==> config.mk <==
export PLATFORM = sky130hd
export DESIGN_NAME = instr_fetch_unit_flat
export DESIGN_NICKNAME = d
export VERILOG_FILES = /design/src/rtl/cpu_pkg.sv /design/src/rtl/instr_fetch_unit_if.sv /design/src/rtl/instr_fetch_unit_perf_cnt.sv /design/src/rtl/instr_fetch_unit.sv /design/src/flat_wrapper.sv
export SDC_FILE = /design/constraint.sdc
export NUM_CORES = 1
export LEC_CHECK = 0
export ABC_AREA = 1
export CAP_MARGIN = 20
export CORE_UTILIZATION = 53
export CTS_BUF_LIST = sky130_fd_sc_hd__clkbuf_2
export DETAILED_ROUTE_END_ITERATION = 10
export GPL_TIMING_DRIVEN = 0
export PLACE_DENSITY_LB_ADDON = 0.2
export SYNTH_ARGS = -nofsm -noshare
export SYNTH_HDL_FRONTEND = slang
export SYNTH_HIERARCHICAL = 1
export SYNTH_SLANG_ARGS = --single-unit
export TNS_END_PERCENT = 30
==> constraint.sdc <==
create_clock -name clk -period 3.55 [get_ports clk]
set_input_delay 0.8875 -clock clk [delete_from_list [all_inputs] [get_ports clk]]
set_output_delay 0.8875 -clock clk [all_outputs]
set_load 0.03 [all_outputs]
==> src/rtl/cpu_pkg.sv <==
// cpu_pkg -- shared types and constants for the fetch stage.
//   fetch_state_e : BOOT / RUN / TRAP fetch controller states
//   trap_cause_e  : encoding driven on trap_cause (00 none, 01 misaligned, 10 out of range)
//   INSTR_BYTES   : PC increment per sequential fetch
package cpu_pkg;

  localparam int INSTR_BYTES = 4;

  typedef enum logic [1:0] {
    BOOT = 2'd0,
    RUN  = 2'd1,
    TRAP = 2'd2
  } fetch_state_e;

  typedef enum logic [1:0] {
    TC_NONE     = 2'b00,
    TC_MISALIGN = 2'b01,
    TC_RANGE    = 2'b10
  } trap_cause_e;

  // Instructions are 4-byte aligned; any set bit in the low two address bits is a fault.
  function automatic logic is_misaligned(input logic [1:0] lsb);
    return lsb != 2'b00;
  endfunction

endpackage

==> src/rtl/instr_fetch_unit_if.sv <==
// instr_fetch_unit_if -- bundles the instruction-memory port, the redirect input,
// the decode handshake and the trap status of the fetch stage.
//   imem_addr/imem_data           : combinational instruction memory read
//   redirect_valid/redirect_pc    : taken branch/jump target
//   out_valid/out_ready           : decode handshake, payload out_instr/out_pc
//   trap/trap_cause               : sticky fetch fault and its cause
// Modports: master = fetch unit, slave = memory/decode side.
interface instr_fetch_unit_if #(
  parameter int PC_W   = 32,
  parameter int ADDR_W = 11
) ();

  logic [ADDR_W-1:0] imem_addr;
  logic [31:0]       imem_data;
  logic              redirect_valid;
  logic [PC_W-1:0]   redirect_pc;
  logic              out_valid;
  logic              out_ready;
  logic [31:0]       out_instr;
  logic [PC_W-1:0]   out_pc;
  logic              trap;
  logic [1:0]        trap_cause;

  modport master (
    output imem_addr,
    input  imem_data,
    input  redirect_valid,
    input  redirect_pc,
    output out_valid,
    input  out_ready,
    output out_instr,
    output out_pc,
    output trap,
    output trap_cause
  );

  modport slave (
    input  imem_addr,
    output imem_data,
    output redirect_valid,
    output redirect_pc,
    input  out_valid,
    output out_ready,
    input  out_instr,
    input  out_pc,
    input  trap,
    input  trap_cause
  );

endinterface

==> src/rtl/instr_fetch_unit_perf_cnt.sv <==
// fetch_perf_cnt -- two saturating 32-bit event counters for the fetch stage.
//   clk, rst_n        : clock, async active-low reset
//   fetch_inc_i       : one instruction captured this cycle
//   stall_inc_i       : fetch register held by decode back-pressure this cycle
//   freeze_i          : counters hold their value (fetch trapped)
//   perf_fetch_cnt_o  : captured instruction count
//   perf_stall_cnt_o  : stall cycle count
// Only instantiated when FETCH_PERF_CNT_EN is defined.
module fetch_perf_cnt (
  input  logic        clk,
  input  logic        rst_n,
  input  logic        fetch_inc_i,
  input  logic        stall_inc_i,
  input  logic        freeze_i,
  output logic [31:0] perf_fetch_cnt_o,
  output logic [31:0] perf_stall_cnt_o
);

  logic [31:0] fetch_cnt_q;
  logic [31:0] stall_cnt_q;

  always_ff @(posedge clk or negedge rst_n) begin
    if (!rst_n) begin
      fetch_cnt_q <= '0;
      stall_cnt_q <= '0;
    end else if (!freeze_i) begin
      if (fetch_inc_i && (fetch_cnt_q != '1)) fetch_cnt_q <= fetch_cnt_q + 32'd1;
      if (stall_inc_i && (stall_cnt_q != '1)) stall_cnt_q <= stall_cnt_q + 32'd1;
    end
  end

  assign perf_fetch_cnt_o = fetch_cnt_q;
  assign perf_stall_cnt_o = stall_cnt_q;

endmodule

==> src/rtl/instr_fetch_unit.sv <==
// instr_fetch_unit -- fetch stage: owns the PC, reads the instruction memory,
// holds one fetched instruction for decode and traps on bad fetch targets.
//   clk, rst_n          : clock, async active-low reset
//   fif (master)        : imem port, redirect input, decode handshake, trap status
//   perf_fetch_cnt[31:0]: captures so far      (only with FETCH_PERF_CNT_EN)
//   perf_stall_cnt[31:0]: back-pressure cycles (only with FETCH_PERF_CNT_EN)
// Optional feature macro: FETCH_PERF_CNT_EN.
//
// state | meaning
// ------+-----------------------------------------------------------------
// BOOT  | first cycle after reset release, no fetch (one bubble)
// RUN   | fetching; capture when the fetch register is empty or drained
// TRAP  | fetch fault seen; everything frozen until reset
module instr_fetch_unit
  import cpu_pkg::*;
#(
  parameter int              PC_W     = 32,
  parameter int              ADDR_W   = 11,
  parameter logic [PC_W-1:0] RESET_PC = '0
) (
  input  logic               clk,
  input  logic               rst_n,
  instr_fetch_unit_if.master fif
`ifdef FETCH_PERF_CNT_EN
  ,
  output logic [31:0]        perf_fetch_cnt,
  output logic [31:0]        perf_stall_cnt
`endif
);

  fetch_state_e      state_q;
  trap_cause_e       cause_q;
  logic [PC_W-1:0]   pc_q;
  logic [PC_W-1:0]   pc_d;
  logic              valid_q;
  logic [31:0]       instr_q;
  logic [PC_W-1:0]   opc_q;
  logic              trap_q;

  logic              misalign;
  logic              range_fault;
  logic              load;
  logic              capture;

  assign pc_d        = pc_q + PC_W'(INSTR_BYTES);
  assign misalign    = fif.redirect_valid && is_misaligned(fif.redirect_pc[1:0]);
  // Any PC bit above the memory window means the fetch would alias; fault instead.
  assign range_fault = |pc_q[PC_W-1:ADDR_W];
  assign load        = !valid_q || fif.out_ready;
  assign capture     = (state_q == RUN) && !fif.redirect_valid && !range_fault && load;

  // In RUN with no redirect and no fault, out_ready=1 always implies a load, so the
  // "accepted without a new capture" case only arises on redirect/fault cycles, which
  // already clear valid_q.
  always_ff @(posedge clk or negedge rst_n) begin
    if (!rst_n) begin
      state_q <= BOOT;
      cause_q <= TC_NONE;
      pc_q    <= RESET_PC;
      valid_q <= 1'b0;
      instr_q <= '0;
      opc_q   <= '0;
      trap_q  <= 1'b0;
    end else begin
      case (state_q)
        BOOT: state_q <= RUN;
        RUN: begin
          if (misalign) begin
            state_q <= TRAP;
            trap_q  <= 1'b1;
            cause_q <= TC_MISALIGN;
            pc_q    <= fif.redirect_pc;
            valid_q <= 1'b0;
          end else if (range_fault) begin
            state_q <= TRAP;
            trap_q  <= 1'b1;
            cause_q <= TC_RANGE;
            valid_q <= 1'b0;
          end else if (fif.redirect_valid) begin
            pc_q    <= fif.redirect_pc;
            valid_q <= 1'b0;
          end else if (load) begin
            instr_q <= fif.imem_data;
            opc_q   <= pc_q;
            valid_q <= 1'b1;
            pc_q    <= pc_d;
          end
        end
        TRAP: valid_q <= 1'b0;
        default: state_q <= TRAP;
      endcase
    end
  end

  assign fif.imem_addr  = pc_q[ADDR_W-1:0];
  assign fif.out_valid  = valid_q;
  assign fif.out_instr  = instr_q;
  assign fif.out_pc     = opc_q;
  assign fif.trap       = trap_q;
  assign fif.trap_cause = cause_q;

`ifdef FETCH_PERF_CNT_EN
  fetch_perf_cnt u_perf (
    .clk              (clk),
    .rst_n            (rst_n),
    .fetch_inc_i      (capture),
    .stall_inc_i      (valid_q && !fif.out_ready),
    .freeze_i         (state_q == TRAP),
    .perf_fetch_cnt_o (perf_fetch_cnt),
    .perf_stall_cnt_o (perf_stall_cnt)
  );
`endif

endmodule
==> src/flat_wrapper.sv <==
// flat-port wrapper written by rule: the top's interface ports become plain ports
module instr_fetch_unit_flat import cpu_pkg::*;
#(
  parameter int              PC_W     = 32,
  parameter int              ADDR_W   = 11,
  parameter logic [PC_W-1:0] RESET_PC = '0
)
  (clk, rst_n, fif_imem_addr, fif_imem_data, fif_redirect_valid, fif_redirect_pc, fif_out_valid, fif_out_ready, fif_out_instr, fif_out_pc, fif_trap, fif_trap_cause);
  instr_fetch_unit_if #(.PC_W(PC_W), .ADDR_W(ADDR_W)) fif_i ();
  input  logic clk;
  input  logic rst_n;
  output wire logic [$bits(fif_i.imem_addr)-1:0] fif_imem_addr;
  input wire logic [$bits(fif_i.imem_data)-1:0] fif_imem_data;
  input wire logic [$bits(fif_i.redirect_valid)-1:0] fif_redirect_valid;
  input wire logic [$bits(fif_i.redirect_pc)-1:0] fif_redirect_pc;
  output wire logic [$bits(fif_i.out_valid)-1:0] fif_out_valid;
  input wire logic [$bits(fif_i.out_ready)-1:0] fif_out_ready;
  output wire logic [$bits(fif_i.out_instr)-1:0] fif_out_instr;
  output wire logic [$bits(fif_i.out_pc)-1:0] fif_out_pc;
  output wire logic [$bits(fif_i.trap)-1:0] fif_trap;
  output wire logic [$bits(fif_i.trap_cause)-1:0] fif_trap_cause;
  assign fif_imem_addr = fif_i.imem_addr;
  assign fif_i.imem_data = fif_imem_data;
  assign fif_i.redirect_valid = fif_redirect_valid;
  assign fif_i.redirect_pc = fif_redirect_pc;
  assign fif_out_valid = fif_i.out_valid;
  assign fif_i.out_ready = fif_out_ready;
  assign fif_out_instr = fif_i.out_instr;
  assign fif_out_pc = fif_i.out_pc;
  assign fif_trap = fif_i.trap;
  assign fif_trap_cause = fif_i.trap_cause;
  instr_fetch_unit #(.PC_W(PC_W), .ADDR_W(ADDR_W), .RESET_PC(RESET_PC)) u_core (.clk(clk), .rst_n(rst_n), .fif(fif_i));
endmodule
### Word-level counts from Yosys, hierarchy flattened

Index checks and enable logic that the tools add are counted.

* add/sub/neg operators: 1
* bitwise logic cells: 4
* reductions and logical operators: 14
* muxes and demuxes: 15
* eq/ne operators: 5

Operators with widths (count)
* 32-bit two-way mux: 4
* 32-bit by 3-bit adder with 32-bit output (second input constant): 1
* 21-bit OR reduction: 1
* 1-bit two-way mux: 6
* 2-bit two-way mux: 3
* 2-bit one-hot mux with 3 select lines: 1
* 2-bit AND reduction: 3
* 2-bit nonzero test: 3
* 5-bit by 2-bit inequality test with 1-bit output (second input constant): 1
* 5-bit AND reduction: 1
* 1-bit NOT: 4
* 3-bit by 1-bit inequality test with 1-bit output (second input constant): 1
* 3-bit AND reduction: 1
* 3-bit nonzero test: 1
* 2-bit by 1-bit equality test with 1-bit output (second input constant): 1
* 2-bit equality test (second input constant): 1
* 2-bit zero test: 1
* 2-bit by 1-bit inequality test with 1-bit output (second input constant): 1
* 1-bit one-hot mux with 2 select lines: 1
* 1-bit logical AND: 1
* 1-bit zero test: 1
* 1-bit logical OR: 1

* word-level logic and storage cells: 46
* register bits: 102
* input bits: 68
* output and inout port bits: 79

### Depth between registers and ports, before layout

* word-level depth: 7
* depth in mapped cells: 10
* depth with buffers taken out: 10

### Worst setup path before layout

OpenSTA, ideal clock, no wires.

* path type: input-to-reg
* from: input port fif_redirect_pc[0]
* to: register u_core.pc_q[21]
* buffers on the path: 1
* library setup time: 0.066 ns
* stages on the path: 6
* arrival time: 1.845 ns
* data required time: 3.484 ns
* setup slack: 1.640 ns
* cells stage by stage: o21ai_0 nand2_1 nand3b_2 clkbuf_1 nand2_1 nand2_1

* cells in the longest elaborated chain, start to end: 4
* elaborated cells between the ends (all ways): 6
* those cells by class: eq/ne (1); mux (1); reduce/logical (4)

RTL lines
* start, declared: RTL line flat_wrapper.sv:15 `input wire logic [$bits(fif_i.redirect_pc)-1:0] fif_redirect_pc;`
* 2-bit nonzero test (*): RTL line cpu_pkg.sv:23 `return lsb != 2'b00;`
* 1-bit logical AND (*): RTL line instr_fetch_unit.sv:46 `assign misalign = fif.redirect_valid && is_misaligned(fif.redirect_pc[1:0]);`
* 2-bit by 1-bit inequality test with 1-bit output (no source line) / 3-bit nonzero test (equally long branches)
* 3-bit AND reduction (no source line)
* end signal, assigned: RTL line instr_fetch_unit.sv:72 `pc_q <= fif.redirect_pc;`
* end signal, assigned: RTL line instr_fetch_unit.sv:80 `pc_q <= fif.redirect_pc;`
* end signal, assigned: RTL line instr_fetch_unit.sv:86 `pc_q <= pc_d;`
* end, declared: RTL line instr_fetch_unit.sv:33 `logic [PC_W-1:0] pc_q;`

Mark *: on every way between the ends. The rest lies on a longest branch, timed or not.
A chain may end at the register's enable or synchronous reset.

### Final worst setup path

* from: register u_core.pc_q[10]
* to: output port fif_imem_addr[10]

RTL lines
* end, declared: RTL line flat_wrapper.sv:12 `output wire logic [$bits(fif_i.imem_addr)-1:0] fif_imem_addr;`

No word-level cell between the ends.

==> metrics <==
number of unique standard cell types used by synthesis 29; wire length reported by the detailed router about 14 mm; detailed-routing wirelength on met1 just over 6 mm; Sinks on Clock Net 102; Relative slew margins between 50% and 60%; Fill cells ~740; post-layout total power roughly 2.0 mW; VDD IR max about 0.22 mV; post-CTS clock slew at the launch and capture registers of the worst setup and hold paths 290 ps; final layout net count 941; via count of the first global-routing pass roughly 4700; Worst Setup Path Type reg -> out; number of clock buffers inserted by TritonCTS 9; path type of the worst min-delay path in -> async; DRC violation count after routing 0; largest fanout on the critical path 7; Cell Rows 35; placeable core area ~9300 sq um; minimum clock period after layout 2800 ps; DR vias roughly 5000; fraction of final layout cells sized beyond drive strength 1 7.18%; total of warnings raised by yosys 6; Critical Path Sink Type output pin; Initial Utilization 55.5%; Longest Clk Path Bufs 2; #FFs+latches synth slightly above 100; worst-skew pair later-pin latency around 560 ps; critical path, cell by cell buf_4, clkdlybuf4s50_1; Worst Max-Slew Pin Slew around 650 ps; arrival time at the worst endpoint about 1900 ps; total global-route track usage between 20 and 30%; number of buffers inserted by hold repair at cts 0; area growth from synthesis to layout 33.9%; synthesized area between 5000 and 6000 sq um; kind of cell adding the most delay to the critical path buffers and inverters; final cycle utilization of the critical path about four fifths; sum of met2 wire segment lengths after detailed routing about 6.9 mm; Top-Level Pins roughly 150; Peak Freq roughly 360 MHz; antenna violations before repair 0; leakage power total around 3.4 nW; required time reported for the critical path endpoint roughly 2700 ps; floorplan die area 10200 sq um; IO buf count about 150; RSZ-0062 raised after global routing false; overall die height between 100 and 150 um; worst-path cell with the longest stage delay sky130_fd_sc_hd__clkdlybuf4s50_1; sequential fraction of the synthesis area ~49%; RD Place Congestion around 0.95; combined buffer and inverter count along the critical path 2; largest incremental delay on the critical path roughly 650 ps; TritonCTS clock tree done; Crit Reg-Reg Startpoint u_core/pc_q[3]; post-layout utilization of the core approximately 74%; number of failing setup endpoints in the final timing report 0; cell count after synthesis 714; vias per std cell 4.99; post-CTS sizing 0; largest net degree at the start of global routing 64; Highest Signal Layer met4; outcome complete, no violations; footprint of the flip-flops and latches around 2600 sq um; DR WL/cell between 10 and 15 um; Final HPWL DP about 11 mm; ant diodes 0; total congestion overflow 0; die span in x 101 um; Max Cap Viol 0; wire length of the first global-routing pass between 20 and 25 mm; drt pass-1 iters 4; clock root buffer sky130_fd_sc_hd__clkbuf_2; power density over the cells between 200 and 300 nW/um^2; post-CTS setup buffer count 0; crit start category flip-flop; DRC marker count from the first detailed-route iteration approximately 300; Slew Viols, Final 0; post-route clock skew roughly 43 ps; number of hold violations in the final report 0; multi-input combinational cell area approximately 2100 sq um; number of levels in the clock H-tree 3; Post-DRT Antenna Nets 0; length of routed met3 wiring about 800 um; Net Count, Synth between 700 and 800; synthesized area per cell about 7.2 sq um; Worst Setup SP u_core/pc_q[10]
Yosys cell counts:
| cell | number | share of area (%) |
|---|---|---|
| sky130_fd_sc_hd__a21boi_0 | 1 | 0.15 |
| sky130_fd_sc_hd__a21oi_1 | 2 | 0.19 |
| sky130_fd_sc_hd__a31oi_1 | 1 | 0.12 |
| sky130_fd_sc_hd__buf_2 | 3 | 0.29 |
| sky130_fd_sc_hd__buf_4 | 16 | 2.3 |
| sky130_fd_sc_hd__buf_6 | 3 | 0.65 |
| sky130_fd_sc_hd__clkbuf_1 | 10 | 0.73 |
| sky130_fd_sc_hd__clkinv_1 | 1 | 0.072 |
| sky130_fd_sc_hd__clkinv_2 | 1 | 0.097 |
| sky130_fd_sc_hd__dfrtp_1 | 102 | 49 |
| sky130_fd_sc_hd__ha_1 | 1 | 0.24 |
| sky130_fd_sc_hd__inv_1 | 69 | 5.0 |
| sky130_fd_sc_hd__inv_2 | 1 | 0.072 |
| sky130_fd_sc_hd__nand2_1 | 294 | 21 |
| sky130_fd_sc_hd__nand3_1 | 55 | 5.3 |
| sky130_fd_sc_hd__nand3_2 | 1 | 0.19 |
| sky130_fd_sc_hd__nand3b_2 | 1 | 0.22 |
| sky130_fd_sc_hd__nand4_1 | 2 | 0.24 |
| sky130_fd_sc_hd__nand4_4 | 1 | 0.41 |
| sky130_fd_sc_hd__nor2_1 | 91 | 6.6 |
| sky130_fd_sc_hd__nor2_2 | 3 | 0.36 |
| sky130_fd_sc_hd__nor2_4 | 2 | 0.44 |
| sky130_fd_sc_hd__nor3_1 | 1 | 0.097 |
| sky130_fd_sc_hd__o21ai_0 | 22 | 2.1 |
| sky130_fd_sc_hd__o21ai_1 | 13 | 1.3 |
| sky130_fd_sc_hd__o22ai_1 | 1 | 0.12 |
| sky130_fd_sc_hd__o31ai_1 | 1 | 0.15 |
| sky130_fd_sc_hd__or2_2 | 14 | 1.7 |
| sky130_fd_sc_hd__xnor2_1 | 1 | 0.17 |
registers in the layout, indices dropped and copies added, names as in the netlist:
signal	count
u_core/pc_q	32
u_core/fif.out_valid	1
u_core/fif.trap	1
u_core/fif.out_instr	32
u_core/fif.out_pc	32
u_core/fif.trap_cause	2
u_core/state_q	2
cell type report:
class | count | area share [%]
plain buffers | 32 | 2.98
clock buffers | 9 | 0.650
clock inverters | 7 | 0.867
inverters | 72 | 3.92
multi-input cells | 508 | 30.9
flip-flops and latches | 102 | 36.8
well taps | 129 | 2.33
repair buffers | 147 | 21.5
worst register-to-register path: stages (launching register included):
cell                      delay, ps
sky130_fd_sc_hd__dfrtp_1        490
sky130_fd_sc_hd__ha_1           240
sky130_fd_sc_hd__nand3_1        210
sky130_fd_sc_hd__inv_1          220
sky130_fd_sc_hd__nand2_1        210
sky130_fd_sc_hd__nor2_1         170
sky130_fd_sc_hd__nand2_1         80
sky130_fd_sc_hd__o21ai_1        150
sky130_fd_sc_hd__nand2_1         70
sky130_fd_sc_hd__o21ai_1        110
placed cells by master (no fill, tap or decap), drive strengths merged:
cell type,count
nand2,294
clkdlybuf4s50,145
dfrtp,102
nor2,96
inv,71
nand3,56
o21ai,35
buf,24
clkbuf,19
or2,14
clkinv,8
nand4,3
a21oi,2
nand3b,1
nor3,1
a21boi,1
o22ai,1
a31oi,1
xnor2,1
o31ai,1
ha,1
layer usage:
layer,up-vias,GRT usage [%]
met5,-,0
met4,0,10.0
met3,32,3.74
met2,188,49.7
met1,2308,36.9
li1,2492,-
path summary, 6_finish.rpt:
check	endpoint	slack [ps]	cells after the start
hold reg to reg	u_core/state_q[0]	490	1
setup / recovery	fif_imem_addr[10]	750	2
max in group asynchronous	u_core/fif.out_pc[29]	2580	2
setup reg to reg	u_core/pc_q[18]	1570	9
min in group clk	u_core/state_q[0]	490	1
hold / removal	u_core/pc_q[14]	280	1
power breakdown:
part / switching, mW / internal [mW] / total (mW)
logic: 0.156 / 0.139 / 0.294
registers: 0.0298 / 1.19 / 1.21
clock network: 0.406 / 0.103 / 0.509
kinds of logic after synthesis:
| kind of cell | after synthesis | share of synthesized area, % |
|---|---|---|
| compound gates | 41 | 4.11 |
| xor+xnor | 1 | 0.169 |
| buf+inv | 104 | 9.24 |
| simple gates | 465 | 36.9 |
| fa+ha+maj | 1 | 0.242 |
| flops | 102 | 49.3 |
stage by stage:
step / hold WS [ps] / TNS (ps) / worst slack (ps) / instances / area [sq um]
after floorplan: 436 / 0 / 1640 / 714 / 5170
after global placement: 449 / -217170 / -2130 / 989 / 6800
after detailed placement: 463 / 0 / 726 / 990 / 6820
after CTS: 246 / 0 / 738 / 1006 / 6930
after global routing: 244 / 0 / 664 / 1006 / 6930
final: 277 / 0 / 754 / 1006 / 6930
(Power assumes the default switching activity.)
